File: config.mk
export PLATFORM = sky130hd
export DESIGN_NAME = relm_fifo_mc
export DESIGN_NICKNAME = d
export VERILOG_FILES = /design/src/rtl/relm_fifo_mc.sv
export SDC_FILE = /design/constraint.sdc
export NUM_CORES = 1
export LEC_CHECK = 0
export ABC_AREA = 1
export CORE_UTILIZATION = 60
export CTS_BUF_LIST = sky130_fd_sc_hd__clkbuf_2
export CTS_CLUSTER_SIZE = 20
export DETAILED_ROUTE_END_ITERATION = 10
export PLACE_DENSITY = 0.79
export SYNTH_ARGS = -nofsm -noshare
export SYNTH_HDL_FRONTEND = slang
export SYNTH_SLANG_ARGS = --single-unit
File: constraint.sdc
create_clock -name clk -period 3.2 [get_ports clk]
set_input_delay 0.32 -clock clk [delete_from_list [all_inputs] [get_ports clk]]
set_output_delay 0.32 -clock clk [all_outputs]
set_load 0.1 [all_outputs]
File: src/rtl/relm_fifo_mc.sv
// Multi-channel FIFO bank for the ReLM PUSH/POP ports.
// Each channel is an independent 2**WAD x WD FIFO with count, almost-full and lock.
module relm_fifo_mc #(
  parameter int NCH   = 2,
  parameter int WAD   = 4,
  parameter int WD    = 32,
  parameter int AFULL = 12
) (
  input  logic                   clk,
  input  logic                   rst,
  input  logic [NCH*(WD+1)-1:0]  push_d,
  output logic [NCH-1:0]         push_retry,
  input  logic [NCH*(WD+1)-1:0]  pop_d,
  output logic [NCH*(WD+1)-1:0]  pop_q,
  output logic [NCH*(WAD+1)-1:0] count_out,
  output logic [NCH-1:0]         afull_out
);

  localparam int DEPTH = 2**WAD;
  localparam logic [WAD:0] DEPTH_C = (WAD+1)'(DEPTH);
  localparam logic [WAD:0] AFULL_C = (WAD+1)'(AFULL);

  for (genvar c = 0; c < NCH; c++) begin : g_ch
    logic          wr_stb;
    logic [WD-1:0] wr_dat;
    logic          rd_req;
    logic          lk_set;
    logic          lk_clr;
    logic          dm_stb;

    logic [WAD:0]  wr;
    logic [WAD:0]  rd;
    logic [WAD:0]  rd_next;
    logic [WAD:0]  cnt;
    logic [WAD:0]  cnt_next;
    logic [WAD:0]  re_ext;
    logic [WAD:0]  we_ext;
    logic          empty;
    logic          full;
    logic          afull;
    logic          lock;
    logic          stb;
    logic          re;
    logic          we;
    logic          retry;
    logic [WD-1:0] mem [DEPTH];
    logic [WD-1:0] head;

    assign wr_stb = push_d[c*(WD+1)+WD];
    assign wr_dat = push_d[c*(WD+1) +: WD];
    assign rd_req = pop_d[c*(WD+1)+WD];
    assign lk_set = pop_d[c*(WD+1)+WD-1];
    assign lk_clr = pop_d[c*(WD+1)+WD-2];
    assign dm_stb = pop_d[c*(WD+1)];

    assign stb      = lock | dm_stb;
    assign re       = stb & rd_req & ~empty;
    assign retry    = full & ~re;
    assign we       = wr_stb & ~retry;
    assign re_ext   = (WAD+1)'(re);
    assign we_ext   = (WAD+1)'(we);
    assign rd_next  = rd + re_ext;
    assign cnt_next = cnt + we_ext - re_ext;

    // empty counts only words already in RAM before this edge,
    // so a word written now stays hidden for one cycle.
    always_ff @(posedge clk or posedge rst) begin
      if (rst) begin
        wr    <= '0;
        rd    <= '0;
        cnt   <= '0;
        empty <= 1'b1;
        full  <= 1'b0;
        afull <= 1'b0;
        lock  <= 1'b0;
      end else begin
        wr    <= wr + we_ext;
        rd    <= rd_next;
        cnt   <= cnt_next;
        empty <= (cnt - re_ext) == '0;
        full  <= cnt_next == DEPTH_C;
        afull <= cnt_next >= AFULL_C;
        if (lk_clr)      lock <= 1'b0;
        else if (lk_set) lock <= 1'b1;
      end
    end

    always_ff @(posedge clk) begin
      if (we) mem[wr[WAD-1:0]] <= wr_dat;
      head <= mem[rd_next[WAD-1:0]];
    end

    assign pop_q[c*(WD+1) +: WD+1] =
      stb ? {empty, head} : {{WD{1'b0}}, ~empty};
    assign count_out[c*(WAD+1) +: WAD+1] = cnt;
    assign afull_out[c]  = afull;
    assign push_retry[c] = retry;
  end

endmodule
==> summary.txt <==
Status
  • Status: complete, no violations

STA
  • Minimum clock period: slightly above 3 ns
  • Final period util: 0.950
  • Worst slew margin relative to its limit: 0.313
  • Clk_skew: about 0.18 ns
  • Worst-Margin Slew: between 1 and 1.5 ns
  • Max Fclk: about 0.33 GHz
  • Fin. Hold Viols: 0
  • Setup violations, final: 0
  • Final slew viol count: 0
  • RSZ-0062 raised after global routing: yes

Synthesis
  • Dominant cell type by area after synthesis: edfxtp_1
  • Largest cells by area after synthesis: edfxtp_1 (65%), nand2_1 (11%), nand3_1 (8.3%), inv_1 (7.0%), dfxtp_1 (2.7%)
  • Seq/Total Area, Yosys: 0.695
  • Post-synth top area share: 0.650
  • Mapped cell area: 47,300 sq um
  • Largest family of logic cells by synthesized area: simple AND/OR/NAND/NOR gates
  • Synth warn: 0
  • Synth cell types: 23
  • Cells after Synth: ~4,600
  • #FFs+latches synth: about 1,100
  • Net count after synthesis: between 4,000 and 5,000
  • Compound-Gate Fraction of Synth Area: 0.00190
  • Post-synthesis mux area share: 0
  • Post-synthesis area per instance: around 10 sq um
  • Post-synthesis simple-gate area fraction: 0.202
  • Synth Area in Adders: 0.00719
  • Synth Area in XOR/XNOR: 0.00359

GRT
  • M2 GR Usage: 0.468
  • Vias in the first global route: 33,500
  • Met1 Use GR: 0.390
  • Met3 global-route usage: 0.0621
  • Gr ovfl total: 0
  • Initial antenna violation count: 8
  • Tot GR Track Use: 0.292
  • Largest net degree at the start of global routing: ~140
  • First-pass GRT wire length: about 180 mm
  • GR peak layer: met2

Clock network
  • Worst-skew pair later-pin latency: around 1.5 ns
  • Clock sinks: between 1,000 and 1,500
  • CTS Buffer Depth: 4
  • CTS root buffer: clkbuf_2
  • CTS H-tree lvls: 5
  • Clock Pin Slew Worst Setup and Hold Paths: about 0.10 ns
  • CTS tree: yes
  • Inserted Clock Buffers: about 290

Setup path
  • Worst path slowest cell: dfrtp_1
  • Reg2reg setup slack: ~0.17 ns
  • Critical path required time: 2.88 ns
  • Critical Path Fanout Max: 19
  • CP max stage delay: 0.35 ns
  • Startpoint Class: flip-flop
  • Crit path top cell by count: buf_12
  • Critical path class: reg -> out
  • CP arrival: 2.72 ns
  • Crit end category: output pin
  • CP cell instances: inv_1 > nand2_1 > clkinvlp_4 > buf_12 > buf_12 > nor2_1 > buf_12

Die
  • DIE WIDTH: ~280 microns
  • Core Area: 77,700 sq um
  • Die Span Y: about 280 microns
  • Starting Density: 0.609
  • DIE AREA: about 80,000 sq um
  • IO Count: 214
  • Rows: between 100 and 150

Place
  • DP Area: 51,800 sq um
  • Port Buffers: around 160
  • Placed Cells: roughly 5,700
  • Dpl hpwl: approximately 62 mm
  • GP Congestion: 0.795

Finish
  • Final nets: approximately 5,000
  • Final cell count without fillers: 6,246
  • Layout cells sized above 1: 0.145
  • Most frequent cells in the layout: nand2_1 (1,385), edfxtp_1 (1,024), inv_1 (870)
  • Most common cell after layout, fill and taps aside: nand2_1
  • Layout filler cell count: 5,128
  • Area Growth Syn to Fin: 17.2%
  • Final instance area: between 50,000 and 60,000 sq um

Min path
  • Worst Hold Class: in -> reg

Routing
  • Drt pass-1 iters: 6
  • Via count: 33,500
  • # DRC: 0
  • Post-DRT Antenna Nets: 0
  • Vias per cell: about 5.4
  • Routed WL per cell: 18.4 microns
  • Final WL: around 110 mm
  • DR iter-0 viols: between 3,000 and 4,000

Power and ir drop
  • Static Leakage: approximately 24 nW
  • Maximum VDD drop: roughly 1.3 mV
  • PD cells: ~960 nW/um^2

Job
  • Max Cap Viol: 0
critical path, delay by kind of cell (launching register included):
kind,cells,cell delay (ns)
buffers and inverters,5,0.69
and+or+nand+nor,2,0.33
DFF,1,0.35
layer usage:
layer  share of wire  wire (microns)
met1            0.39           44400
met2            0.48           55100
met3            0.10           12000
met4           0.028            3180
met5         0.00019              22
final cells by class:
type | instances | area, sq um | share of cell area
clock buffer | 444 | 2220 | 0.0401
clock inverter | 60 | 290 | 0.00523
tap | 1040 | 1300 | 0.0235
timing repair buffer | 351 | 4590 | 0.0827
antenna | 8 | 20.0 | 0.000361
inverter | 877 | 3310 | 0.0598
multi-input combinational | 2344 | 10800 | 0.195
sequential | 1122 | 32900 | 0.593
synth_stat cells:
library cell / n
o21ai_0: 4
buf_1: 17
inv_1: 877
xnor2_1: 3
a21oi_1: 8
xor2_1: 9
xnor2_2: 4
dfrtp_1: 32
nand2_1: 1386
ha_1: 24
or2_2: 2
clkbuf_1: 78
a21boi_0: 2
edfxtp_1: 1024
fa_1: 2
o211ai_1: 2
dfxtp_1: 64
nand4_1: 4
buf_4: 4
nor2_1: 108
nand3_1: 786
dfstp_2: 2
buf_2: 119
power by group:
part	internal, W	total, W	switching, W
registers	0.0182	0.0189	0.000692
logic	0.00768	0.0248	0.0171
clock network	0.00381	0.00938	0.00557
kinds of logic (layout without fill, tap and decap cells):
| family | count (synthesis) | count (layout) |
|---|---|---|
| flops | 1122 | 1122 |
| xor+xnor | 16 | 16 |
| fa+ha+maj | 26 | 26 |
| compound gates | 16 | 16 |
| buf+inv | 1095 | 1732 |
| other cells | 0 | 8 |
| simple gates | 2286 | 2286 |
stage by stage:
| stage | utilization | worst slack [ns] | hold slack (ns) | TNS (ns) | total power, W |
|---|---|---|---|---|---|
| after CTS | 0.711 | -0.000818 | 0.00641 | -0.00107 | 0.0528 |
| after global placement | 0.667 | 0.238 | 0.477 | 0 | 0.0426 |
| after global routing | 0.714 | -0.0506 | 0.130 | -0.404 | 0.0561 |
| after floorplan | - | 0.283 | 0.386 | 0 | 0.0350 |
| final | 0.714 | 0.159 | 0.159 | 0 | 0.0530 |
| after detailed placement | 0.667 | 0.154 | 0.484 | 0 | 0.0433 |
sequential cells by signal (all words and copies together), names as in the netlist:
signal,flops
g_ch.afull,2
g_ch.cnt,10
g_ch.empty,2
g_ch.full,2
g_ch.head,64
g_ch.lock,2
g_ch.mem,1024
g_ch.rd,8
g_ch.wr,8
worst paths after layout:
check,startpoint,end,cells after the start
worst max-delay path,g_ch[1].lock,pop_q[52],7
worst min register to register,g_ch[0].cnt[2],g_ch[0].empty,1
min in group asynchronous,rst,g_ch[0].lock,5
worst max register to register,g_ch[0].empty,g_ch[0].full,12
max in group asynchronous,rst,g_ch[1].empty,5
worst min-delay path,pop_d[0],g_ch[0].wr[0],7
repair_timing:
item | CTS | global route
pin swaps | 0 | 3
gates resized for setup | 36 | 61
endpoints found under the setup margin | 76 | 57
hold endpoints to repair | 1123 | 0
hold buffers | 80 | 0
cloned | 0 | 0
setup buffers | 3 | 0
No activity file was read; power rests on OpenSTA's default activity.
